--- src/rtl/shift_add_mult_ctrl_pkg.sv ---
// Shared definitions for the shift-and-add multiply sequencer: widths and state codes.
// Code 2'd3 is not a legal state; the controller steers it back to StIdle.
package shift_add_mult_ctrl_pkg;

  localparam int unsigned OpW  = 10;
  localparam int unsigned AccW = 20;
  localparam int unsigned CntW = 4;

  typedef enum logic [1:0] {
    StIdle = 2'd0,
    StRun  = 2'd1,
    StDone = 2'd2
  } state_e;

endpackage

--- src/rtl/shift_add_mult_ctrl_adder.sv ---
// Shared ripple-carry adder: sum/cout = a + b + cin, carry rippling from bit 0 upward.
module shift_add_mult_ctrl_adder #(
  parameter int unsigned W = 20
) (
  input  logic         cin,
  input  logic [W-1:0] a,
  input  logic [W-1:0] b,
  output logic [W-1:0] sum,
  output logic         cout
);

  always_comb begin
    logic carry;
    sum   = '0;
    carry = cin;
    for (int i = 0; i < W; i++) begin
      sum[i] = a[i] ^ b[i] ^ carry;
      carry  = (a[i] & b[i]) | (carry & (a[i] ^ b[i]));
    end
    cout = carry;
  end

endmodule

--- src/rtl/shift_add_mult_ctrl.sv ---
// Sequencer for a 10x10 unsigned shift-and-add multiply: one adder pass per cycle,
// fixed 10-step run, valid/ready handshakes on both operand and result sides.
module shift_add_mult_ctrl
  import shift_add_mult_ctrl_pkg::*;
#(
  parameter int unsigned OP_W  = OpW,
  parameter int unsigned ACC_W = AccW,
  parameter int unsigned CNT_W = CntW
) (
  input  logic             clk,
  input  logic             rst_n,
  input  logic             in_valid,
  output logic             in_ready,
  input  logic [OP_W-1:0]  a,
  input  logic [OP_W-1:0]  b,
  output logic             out_valid,
  input  logic             out_ready,
  output logic [ACC_W-1:0] product,
  output logic             busy
);

  state_e             state_q, state_d;
  logic [CNT_W-1:0]   cnt_q, cnt_d;
  logic [ACC_W-1:0]   mcand_q, mcand_d;
  logic [OP_W-1:0]    mplr_q, mplr_d;
  logic [ACC_W-1:0]   acc_q, acc_d;
  logic [ACC_W-1:0]   product_q, product_d;

  logic [ACC_W-1:0]   add_b;
  logic [ACC_W-1:0]   add_sum;
  logic               add_cout;

  assign add_b = mplr_q[0] ? mcand_q : '0;

  shift_add_mult_ctrl_adder #(
    .W (ACC_W)
  ) u_add (
    .cin  (1'b0),
    .a    (acc_q),
    .b    (add_b),
    .sum  (add_sum),
    .cout (add_cout)
  );

  always_comb begin
    state_d   = state_q;
    cnt_d     = cnt_q;
    mcand_d   = mcand_q;
    mplr_d    = mplr_q;
    acc_d     = acc_q;
    product_d = product_q;
    unique case (state_q)
      StIdle: begin
        if (in_valid) begin
          mcand_d = ACC_W'(a);
          mplr_d  = b;
          acc_d   = '0;
          cnt_d   = '0;
          state_d = StRun;
        end
      end
      StRun: begin
        acc_d   = add_sum;
        mcand_d = mcand_q << 1;
        mplr_d  = mplr_q >> 1;
        cnt_d   = cnt_q + CNT_W'(1);
        if (cnt_q == CNT_W'(OP_W - 1)) begin
          // Result register holds until the next run completes, not just until hand-off.
          product_d = add_sum;
          state_d   = StDone;
        end
      end
      StDone: begin
        if (out_ready) begin
          state_d = StIdle;
        end
      end
      default: state_d = StIdle;
    endcase
  end

  always_ff @(posedge clk or negedge rst_n) begin
    if (!rst_n) begin
      state_q   <= StIdle;
      cnt_q     <= '0;
      mcand_q   <= '0;
      mplr_q    <= '0;
      acc_q     <= '0;
      product_q <= '0;
    end else begin
      state_q   <= state_d;
      cnt_q     <= cnt_d;
      mcand_q   <= mcand_d;
      mplr_q    <= mplr_d;
      acc_q     <= acc_d;
      product_q <= product_d;
    end
  end

  assign in_ready  = (state_q == StIdle);
  assign busy      = (state_q == StRun);
  assign out_valid = (state_q == StDone);
  assign product   = product_q;

  // A 10x10 product always fits in 20 bits, so the adder can never carry out.
  cout_never_set : assert property (@(posedge clk) disable iff (!rst_n)
    (state_q == StRun) |-> !add_cout);

endmodule

--- config.mk ---
export PLATFORM = sky130hd
export DESIGN_NAME = shift_add_mult_ctrl
export DESIGN_NICKNAME = d
export VERILOG_FILES = /design/src/rtl/shift_add_mult_ctrl_pkg.sv /design/src/rtl/shift_add_mult_ctrl_adder.sv /design/src/rtl/shift_add_mult_ctrl.sv
export SDC_FILE = /design/constraint.sdc
export NUM_CORES = 1
export LEC_CHECK = 0
export ABC_AREA = 1
export ABC_CLOCK_PERIOD_IN_PS = 17010
export CAP_MARGIN = 20
export CORE_MARGIN = 1
export CORE_UTILIZATION = 59
export DETAILED_ROUTE_END_ITERATION = 12
export PLACE_DENSITY = 0.86
export SYNTH_ARGS = -nofsm -noshare
export SYNTH_HDL_FRONTEND = slang
export SYNTH_SLANG_ARGS = --single-unit
--- constraint.sdc ---
create_clock -name clk -period 17.01 [get_ports clk]
set_clock_uncertainty 0.15 [all_clocks]
set_input_delay 1.701 -clock clk [delete_from_list [all_inputs] [get_ports clk]]
set_output_delay 1.701 -clock clk [all_outputs]
set_load 0.005 [all_outputs]
==> results of run 1 <==
[registers in the layout (all words and copies together) (netlist names)]
| register | flops |
|---|---|
| mcand_q | 20 |
| cnt_q | 4 |
| state_q | 2 |
| acc_q | 20 |
| product | 20 |
| mplr_q | 10 |
[metal layers]
metal | up-vias | routed length [µm] | GRT usage [%]
met1 | 1291 | 3020 | 32.5
met2 | 71 | 3370 | 38.1
li1 | 1259 | - | -
met3 | 14 | 268 | 4.83
met4 | 0 | 138 | 11.1
met5 | - | 0 | 0
[kinds of logic (layout without fill, tap and decap cells)]
group / count (synthesis) / after routing / synth area share (%)
AOI/OAI and AO/OA: 53 / 53 / 10.2
adders and majority gates: 21 / 21 / 10.8
and+or+nand+nor: 154 / 154 / 18.4
DFF: 76 / 76 / 51.8
buffers and inverters: 61 / 103 / 8.73
[cell usage after synthesis]
cell type   n  share of area, %
nand2_1    94               9.6
dfrtp_1    76                52
nand3_1    49               6.7
inv_1      39               4.0
o22ai_1    20               3.4
fa_1       18               9.8
o21ai_1    12               1.6
o21ai_2    11               2.6
buf_6       9               2.8
buf_2       5              0.68
o22ai_2     5               1.7
buf_4       4              0.82
ha_1        3               1.0
nand2_4     3              0.92
nor2_1      3              0.31
clkbuf_1    2              0.20
nor2_2      2              0.34
o21ai_0     2              0.27
a21oi_1     1              0.14
inv_2       1              0.10
inv_4       1              0.17
nand2_2     1              0.17
nand4_1     1              0.17
o21bai_1    1              0.20
o31ai_1     1              0.20
or2_2       1              0.17
[metrics by stage]
step | instances | worst slack (ns)
after floorplan | 365 | 9.03
after global placement | 466 | 8.72
after detailed placement | 466 | 8.57
after CTS | 482 | 8.57
after global routing | 482 | 8.14
final | 482 | 8.54
[area by class of cell]
| class | instances | share of cell area [%] |
|---|---|---|
| clock buffers | 12 | 3.41 |
| clock inverters | 4 | 1.15 |
| inverters | 41 | 3.68 |
| multi-input cells | 228 | 34.0 |
| flip-flops and latches | 76 | 44.7 |
| well taps | 75 | 2.21 |
| repair buffers | 46 | 10.8 |
[placed cells by master, fill, tap and decap left out, types with 10 or more instances in the layout]
cell / netlist / routed
o21ai_2: 11 / 11
dfrtp_1: 76 / 76
clkbuf_8: 0 / 10
nand3_1: 49 / 49
fa_1: 18 / 18
o21ai_1: 12 / 12
inv_1: 39 / 39
o22ai_1: 20 / 20
nand2_1: 94 / 94
clkdlybuf4s50_1: 0 / 45
[worst max-delay path: stages (launching register included)]
cell	delay (ns)
dfrtp_1	0.75
nand2_1	0.11
inv_1	0.08
ha_1	0.14
inv_1	0.06
fa_1	0.37
fa_1	0.39
fa_1	0.38
fa_1	0.42
fa_1	0.40
fa_1	0.39
fa_1	0.40
fa_1	0.39
fa_1	0.39
fa_1	0.39
fa_1	0.39
fa_1	0.39
fa_1	0.38
fa_1	0.39
fa_1	0.39
fa_1	0.36
inv_1	0.07
fa_1	0.17
fa_1	0.40
inv_1	0.09
o21ai_1	0.08
[power by group]
part	switching [mW]	total, mW	internal [mW]
clock	0.0647	0.136	0.0717
combinational	0.153	0.275	0.123
sequential	0.0467	0.297	0.251
[final timing paths]
path                            start     endpoint  slack, ns
min                        product[4]   product[4]       0.33
min reg2reg                product[4]   product[4]       0.33
min in group asynchronous       rst_n  product[19]       1.33
max in group asynchronous       rst_n    mplr_q[4]      14.77
max                         mplr_q[0]    acc_q[18]       8.54
max reg2reg                 mplr_q[0]    acc_q[18]       8.54
==> flow_results.org, run 1 <==
** Clock tree
- The tree built by TritonCTS fans out to 76 sinks.
- The number of hold buffers added after CTS was 0.
- The clock reaches the later pin of the worst-skew pair after 0.35 ns.
- After clock tree synthesis, the clock-pin slew on the worst setup and hold paths is 0.08 ns.
- TritonCTS built the clock tree.
- After clock tree synthesis, the repair step resized 0 gates.
- Maximum buffer depth of the clock tree :: 2
- Clock Tree Root :: clkbuf_8
- After clock tree synthesis, the setup repair step added 0 buffers.
- Num CTS Buffers :: 9
- H-tree depth :: 3

** Place
- Placer's final routability congestion estimate :: 0.793
- Once detailed placement completed, the half-perimeter wirelength came to 4540 µm.
- Count of port buffers added during placement :: 46
- After detailed placement, the total cell area comes to 4060 µm².

** Logic synthesis
- Count of mapped cells out of synthesis :: 365
- Number of nets produced by synthesis :: 410
- In this run, synthesis produced a sequential element count of 76.
- Summing every instance area after synthesis gives 3670 µm².
- Count of cell types in the netlist :: 26
- After synthesis, the mean cell area works out to 10.1 µm².
- Part of the Yosys area used for sequential elements :: 51.8%
- During synthesis, Yosys emitted a total of 0 warnings.

** Die
- Pin placement for this block handled 47 I/O pins.
- The core region is 5960 µm².
- Total Die Area :: 6540 µm²
- The floorplan has 28 rows.
- Die Y :: 80.9 µm
- Starting density of the core :: 61.6%
- Die Span X :: 80.9 µm

** Timing
- The hold violation total from the final report came to 0.
- Final critical path time including I/O delays and setup :: 8.47 ns
- Setup repair after global routing left no endpoint under its margin.
- Final setup violating endpoints :: 0
- Fin Hold WS :: 0.332 ns
- Headroom to the max-slew limit :: 38.0%
- Dividing the final minimum period by the clock period gives 49.8%.
- Summed over all failing endpoints, the final setup total negative slack is 0 ns.
- Final slew viol count :: 0
- Static timing analysis puts the maximum clock frequency at 118 MHz.
- At the pin with the least slew margin, the transition time is 0.930 ns.

** Status
- The run finished with clean final reports.

** Global routing
- The first global-routing pass estimated 11700 µm of wire.
- Entering global routing, the biggest net connects 77 pins.
- Initial antenna violation count :: 0
- For this run the aggregate overflow at the end of global routing stands at 0.
- The number of global-route vias before repair was 2559.
- GRT Overall Usage :: 24.2%

** Power
- Total power for the finished layout comes to 709 µW.
- Peak VDD IR :: 0.000151 V
- Power spread over the standard cell area amounts to 167 nW/µm².
- Summed over all cells, the static leakage comes to 1.89 nW.

** Setup path
- Critical Path Start Type :: flop
- STA classifies the critical path endpoint as a flop.
- Along the worst path, the maximum fanout reaches 21.
- CP Data Arrival Time :: 8.53 ns
- For the worst flop-to-flop path, the logic depth is 25.
- Setup CP Type :: reg -> reg
- Worst endpoint required time :: 17.07 ns

** Final layout
- In the final layout, the share of cells above drive strength 1 is 9.83%.
- Multi-input combinational cell area :: 1450 µm²
- Number of diodes added for antenna fixing :: 0
- Layout Area Growth over Synthesis :: 15.9%
- Final standard cell utilization of the core :: 71.4%
- Post-layout nets :: 447
- Area used by sequential logic in the layout :: 1900 µm²
- The finished cells cover 4250 µm².
- The filler cells instantiated in the layout total 453.

** Route
- Initial detailed-routing violation count :: 155
- Count of antenna-violating nets left after detailed routing :: 0
- Summed over all layers, the routed wires come to 6800 µm.
- Via density per instance :: 5.47
- In the final routed layout, each cell accounts on average for 14.1 µm.
- Total iterations of the first detailed-routing run :: 4
- Vias after detailed routing :: 2635
- Drc violations :: 0

** Hold path
- Along the worst hold path, the cell count comes to 2.
- Min-Delay Path Class :: reg -> reg

** Run
- Max_cap viols :: 0
Note: power is estimated with default switching activity, not from simulation.
==> inputs of run 2 (changes only) <==
--- a/config.mk
+++ b/config.mk
@@ -6,12 +6,12 @@
 export NUM_CORES = 1
 export LEC_CHECK = 0
 export ABC_AREA = 1
-export ABC_CLOCK_PERIOD_IN_PS = 17010
+export ABC_CLOCK_PERIOD_IN_PS = 8100
 export CAP_MARGIN = 20
 export CORE_MARGIN = 1
-export CORE_UTILIZATION = 59
+export CORE_UTILIZATION = 55
 export DETAILED_ROUTE_END_ITERATION = 12
-export PLACE_DENSITY = 0.86
+export PLACE_DENSITY = 0.81
 export SYNTH_ARGS = -nofsm -noshare
 export SYNTH_HDL_FRONTEND = slang
 export SYNTH_SLANG_ARGS = --single-unit
==> constraint.sdc (replaced) <==
create_clock -name clk -period 8.1 [get_ports clk]
set_clock_uncertainty 0.15 [all_clocks]
set_input_delay 0.81 -clock clk [delete_from_list [all_inputs] [get_ports clk]]
set_output_delay 0.81 -clock clk [all_outputs]
set_load 0.005 [all_outputs]
==> run 2 against run 1 <==
Die area increased by 7.1%; flip-flop and latch count stayed put; setup slack lost 8.2 ns; non-clock buffer count up 3; combinational power increased by 120%; global-route usage down 2.5 points; cell area increased by 0.77%; count of clock-buffer cells in the layout unchanged; clock power grew 92%; first-iteration DRC count rose by 41%; critical path depth did not move; total power up 110%.
==> flow_results.org, run 2 (synthesis results as in run 1) <==
** Place
- Count of port buffers added during placement :: 46
- Final HPWL from detailed placement :: 4280 µm
- Placer's final routability congestion estimate :: 0.767

** Power
- Pwr per Cell Area :: 345 nW/µm²
- VDD sags by at most 0.000283 V.
- In this run the static leakage power is 1.90 nW.

** Run
- Across the run, the number of max-cap violations was 0.

** Clock tree
- Sinks on Clock Net :: 76
- CTS tree :: built
- Clock edge transition at the registers on the reported setup and hold paths :: 0.07 ns
- The tree is rooted in a clkbuf_8.
- Maximum buffer depth of the clock tree :: 2
- Insertion delay of the later-clocked pin in the worst-skew pair :: 0.34 ns
- In this run the number of H-tree levels came out at 3.
- Counting the buffers created by CTS gives 9.

** Timing
- The number of pins exceeding their max-slew limit in the final report came to 0.
- Timing would allow up to 128 MHz.
- Ratio of final minimum period to clock period :: 96.2%
- Headroom to the max-slew limit :: 36.8%
- Final setup violating endpoints :: 0
- The hold violation total from the final report came to 0.
- Final critical path time including I/O delays and setup :: 7.79 ns
- Fin Hold WS :: 0.332 ns
- Setup repair after global routing left no endpoint under its margin.
- For the pin with the worst max-slew slack, the measured transition is 0.948 ns.

** Die
- The die is 83.7 µm tall.
- The die is 83.7 µm wide.
- The die covers 7000 µm².
- Rows :: 29
- Area of the core :: 6390 µm²
- In this run the count of I/O pins placed on the die edge is 47.
- Starting density of the core :: 57.4%

** Setup path
- Start point of the critical path :: mplr_q[0]
- The startpoint identified for the worst register-to-register timing path is mplr_q[0].
- Of all nets on the critical path, the largest fanout is 3.
- In this run the critical register-to-register path is captured at acc_q[18].
- CP Data Arrival Time :: 7.85 ns
- The worst setup path is captured at a flop.
- Cell type of the slowest stage on the worst timing path :: fa_2
- Worst endpoint required time :: 8.15 ns
- Longest individual stage delay on the worst path :: 0.43 ns
- Critical Path Start Type :: flop
- Flop2flop setup slack :: 0.31 ns
- Counting cells, the worst reg-to-reg path comes to 25.
- Worst Setup EP :: acc_q[18]
- The critical path in this run is classified as reg -> reg.

** Route
- Total iterations of the first detailed-routing run :: 4
- WL final :: 6730 µm
- Detailed-route wire length per cell :: 13.8 µm
- Top metal layer carrying routed signals :: met4
- Post-Route M1 WL :: 3140 µm
- Initial detailed-routing violation count :: 218
- Via density per instance :: 5.28
- Wire segments on met3 add up to 231 µm in the final route.
- Met2 Routed Length :: 3280 µm
- Count of antenna-violating nets left after detailed routing :: 0
- The final route contains 2572 vias.
- Drc violations :: 0

** Global routing
- The initial antenna violation count was 0.
- The number of global-route vias before repair is 2529.
- Entering global routing, the biggest net connects 77 pins.
- The first global-routing pass estimated 12000 µm of wire.
- Remaining Overflow, GRT :: 0
- Global routing used 21.7% of the available tracks.

** Final layout
- Most frequent cells in the layout :: 94 x nand2_1, 76 x dfrtp_1, 49 x nand3_1, 45 x clkdlybuf4s50_1, 39 x inv_1
- In the final design database the tool counted 450 nets.
- Final standard cell utilization of the core :: 67.1%
- The post-route netlist has 12.9% of its cells at a drive strength greater than 1.
- The library cell used most frequently in the layout, excluding fill and tap cells, is nand2_1.
- Layout Area Growth over Synthesis :: 16.7%
- The number of antenna diodes in the final layout is 0.
- Fill cell instance count of the final layout :: 518

** Status
- Outcome :: finished, final reports clean

** Hold path
- The tightest min-delay check is of the reg -> reg type.
-- run 2: layout make-up --
class                           count  area (µm²)  share of cell area [%]
Clock buffer                       12         155                    3.62
Timing Repair Buffer               49         480                    11.2
Sequential cell                    76        1900                    44.4
Clock inverter                      4        23.8                   0.555
Inverter                           41         156                    3.65
Tap cell                           77        96.3                    2.25
Multi-Input combinational cell    228        1470                    34.3
-- run 2: metal layers --
metal,GRT usage (%),vias to the layer above
met4,7.40,0
met1,31.2,1239
met2,33.3,62
li1,-,1263
met3,4.45,8
met5,0,-
-- run 2: power by group --
part	leakage, nW	switching, mW	internal (mW)
logic	0.799	0.337	0.269
registers	1.00	0.0853	0.527
clock network	0.0961	0.134	0.127
total	1.90	0.556	0.923
-- run 2: repair_timing --
item	4_1_cts	5_1_grt
endpoints found under the setup margin	2	6
buffers inserted	2	0
pin swaps	0	0
resized for setup	0	9
gates cloned	0	0
hold buffers	0	0
-- run 2: worst max-delay path: cells and delay by family (launching register included) --
kind                       cells  cell delay, ns
AOI/OAI and AO/OA              1            0.07
adders and majority gates     19            6.72
buffers and inverters          4            0.28
DFF                            1            0.38
and+or+nand+nor                1            0.06
-- run 2: per-stage QoR --
step	setup WS, ns	power [mW]	std cells	setup TNS (ns)	area (µm²)
after floorplan	0.124	1.05	365	0	3670
after global placement	0.162	1.18	469	0	4070
after detailed placement	-0.00515	1.21	469	-0.00515	4070
after CTS	0.00505	1.48	487	0	4260
after global routing	0.00205	1.60	487	0	4280
final	0.308	1.48	487	0	4280
-- run 2: worst min-delay path by stage --
stage / startpoint / endpoint / slack (ns) / cells past startpoint
after floorplan: mplr_q[1] / mplr_q[0] / 0.32 / 2
after global placement: product[11] / product[11] / 0.31 / 2
after detailed placement: product[11] / product[11] / 0.32 / 2
after CTS: product[18] / product[18] / 0.34 / 2
after global routing: product[18] / product[18] / 0.36 / 2
final: product[11] / product[11] / 0.33 / 2
==> inputs of run 3 (changes only) <==
--- a/config.mk
+++ b/config.mk
@@ -12,6 +12,8 @@
 export CORE_UTILIZATION = 55
 export DETAILED_ROUTE_END_ITERATION = 12
 export PLACE_DENSITY = 0.81
+export RECOVER_POWER = 25
+export SLEW_MARGIN = 20
 export SYNTH_ARGS = -nofsm -noshare
 export SYNTH_HDL_FRONTEND = slang
 export SYNTH_SLANG_ARGS = --single-unit
==> run 3 against run 2 <==
The flow now finishes with violations (capacitance limit, slew limit); combinational power about the same; clock power about the same; utilization down 0.059 points; non-clock buffer count unchanged; cell area about the same; cell count unchanged; wire length about the same; count of clock-buffer cells in the layout unchanged.
==> flow_results.org, run 3 (synthesis results as in run 1) <==
** Timing
- Final slew viol count :: 77
- Worst Slack Setup Final :: 0.308 ns
- Setup repair after global routing left no endpoint under its margin.
- The hold violation total from the final report is 0.
- Headroom to the max-slew limit :: -166%
- Final critical path time including I/O delays and setup :: 7.79 ns
- Final setup violating endpoints :: 0
- Derived from the worst setup path, the maximum achievable clock frequency is 128 MHz.
- At the pin with the least slew margin, the transition time is 3.99 ns.
- Of the available clock period, the critical path in the final layout requires 96.2%.

** Clock tree
- Clock tree synthesis selected as its root buffer the cell clkbuf_8.
- CTS Hold Buffers Added :: 0
- The clock reaches the later pin of the worst-skew pair after 0.34 ns.
- Counting the buffers created by CTS gives 9.
- After clock tree synthesis, the clock-pin slew on the worst setup and hold paths is 0.07 ns.
- Sinks on Clock Net :: 76
- Maximum buffer depth of the clock tree :: 2
- The H-tree was split into 3 levels.
- CTS tree :: built

** Hold path
- In this run the worst hold path is classified as reg -> reg.
- The worst hold path terminates at product[11].
- Along the worst hold path, the cell count comes to 2.
- Worst hold path startpoint :: product[11]

** Power
- Cell internal power was estimated by the tool at 923 µW.
- Switching fraction of total power :: 37.6%
- The completed layout was analyzed and its total power is 1.48 mW.
- In this run, the clock network consumes 17.7% of the power.
- Share of total power in sequential cells :: 41.4%
- Pwr per Cell Area :: 346 nW/µm²
- Per report_power, the combinational group accounts for 41.0% of the total.
- Switch Pwr :: 556 µW
- Summed over all cells, the static leakage comes to 1.89 nW.
- Peak VDD IR :: 0.000283 V

** Route
- After detailed routing, the number of vias per cell comes to 5.28.
- Detailed-route wire length per cell :: 13.8 µm
- Initial detailed-routing violation count :: 218
- After detailed routing, the number of remaining DRC violations is 0.
- Count of antenna-violating nets left after detailed routing :: 0
- The routed layout has 2570 vias.
- Total iterations of the first detailed-routing run :: 4
- The final layout contains routed wiring with a total length of 6730 µm.

** Die
- Die Span X :: 83.7 µm
- The die is 83.7 µm tall.
- The floorplan step defined a core boundary enclosing 6390 µm².
- Rows :: 29
- Total Die Area :: 7000 µm²
- # IOs :: 47
- Starting density of the core :: 57.4%

** Setup path
- The worst register-to-register path ends at acc_q[18].
- Setup CP Type :: reg -> reg
- The worst setup path is launched from a flop.
- RR Startpoint :: mplr_q[0]
- Maximum fanout encountered on the critical timing path :: 3
- CP Data Arrival Time :: 7.85 ns
- The worst register-to-register path has a depth of 25.
- At the worst endpoint, the required time is 8.15 ns.
- Element type at the critical path end :: flop
- Across all register-to-register paths, the minimum setup slack is 0.31 ns.

** Status
- The final reports fail on capacitance limit, slew limit.
- The run finished, with violations left.

** Final layout
- Final standard cell utilization of the core :: 67.0%
- Cell Count, Final, Fillers Out :: 487
- For this run, the post-layout net count is 450.
- Layout Cell Area excl Fill :: 4280 µm²
- The library cell used most frequently in the layout, excluding fill and tap cells, is nand2_1.
- The repair_antennas step left the layout with diodes totalling 0.
- The library cells used most frequently in the layout, excluding fill and tap cells, are 94 x nand2_1, 76 x dfrtp_1, 49 x nand3_1, 45 x clkdlybuf4s50_1, 39 x inv_1.
- Relative to the synthesized area, the layout overhead comes to 16.6%.
- Fraction of final layout cells sized beyond drive strength 1 :: 12.7%

** Place
- The count of buffers added on input and output ports is 46.
- Cell Area, Placed :: 4070 µm²
- Final HPWL from detailed placement :: 4280 µm
- At the end of routability-driven placement, the weighted congestion stood at 0.767.
- OpenSTA, run right after detailed placement, puts the worst setup slack at -0.00515 ns.
- In this run, placement finished with an instance count of 469.

** Global routing
- Number of global-route vias before repair :: 2529
- Initial antenna violation count :: 0
- Entering global routing, the biggest net connects 77 pins.
- GRT Overall Usage :: 21.7%
- Summed over all layers, the global routing overflow is 0.
- Global-route wire length before repair :: 12000 µm

** Run
- The tool flagged a number of max-cap violations equal to 1.
## run 3: per-stage QoR
| step | TNS, ns | hold WS (ns) |
|---|---|---|
| floorplan | 0 | 0.316 |
| global placement | 0 | 0.314 |
| detailed placement | -0.00515 | 0.320 |
| CTS | 0 | 0.337 |
| global route | 0 | 0.356 |
| finish | 0 | 0.332 |
## run 3: area by class of cell
class,instances,area (µm²)
Clock buffer,12,155
Timing Repair Buffer,49,477
Tap cell,77,96.3
Fill cell,520,2110
Clock inverter,4,23.8
Inverter,41,156
Sequential cell,76,1900
Multi-Input combinational cell,228,1470
## run 3: power groups by stage
| stage | sequential, mW | clock, mW | combinational (mW) |
|---|---|---|---|
| 4_1_cts | 0.611 | 0.268 | 0.605 |
| 5_1_grt | 0.632 | 0.287 | 0.683 |
| 3_5_place_dp | 0.619 | 0 | 0.595 |
| 6_report | 0.612 | 0.261 | 0.606 |
| 3_3_place_gp | 0.612 | 0 | 0.571 |
| 2_1_floorplan | 0.604 | 0 | 0.446 |
## run 3: critical path, cell delays in order, from the launching register on
cell	delay, ns
dfrtp_1	0.38
nand2_1	0.06
inv_1	0.06
ha_1	0.13
inv_1	0.05
fa_1	0.38
fa_1	0.40
fa_2	0.35
fa_2	0.35
fa_1	0.39
fa_1	0.39
fa_1	0.39
fa_2	0.36
fa_2	0.36
fa_2	0.35
fa_2	0.35
fa_1	0.38
fa_1	0.39
fa_1	0.39
fa_2	0.35
fa_1	0.37
inv_1	0.08
fa_2	0.21
fa_2	0.43
inv_1	0.09
o21ai_1	0.07
## run 3: how the worst max path moves through the flow
| stage | start | cells after the start | endpoint |
|---|---|---|---|
| 6_report | mplr_q[0] | 25 | acc_q[18] |
| 5_1_grt | mplr_q[0] | 25 | acc_q[18] |
| 4_1_cts | mcand_q[0] | 25 | acc_q[18] |
| 3_5_place_dp | mplr_q[0] | 25 | acc_q[18] |
| 3_3_place_gp | mplr_q[0] | 25 | acc_q[18] |
| 2_1_floorplan | mplr_q[0] | 26 | acc_q[18] |
## run 3: metal layers
metal	global-route usage, %	vias up	part of all wire (%)
li1	-	1263	-
met1	31.2	1237	47
met2	33.3	62	49
met3	4.45	8	3.4
met4	7.40	0	1.2
met5	0	-	0
## run 3: timing repair
action	4_1_cts	5_1_grt
buffers inserted	2	0
endpoints found under the hold margin	0	0
gates resized for setup	0	9
endpoints found under the setup margin	2	6
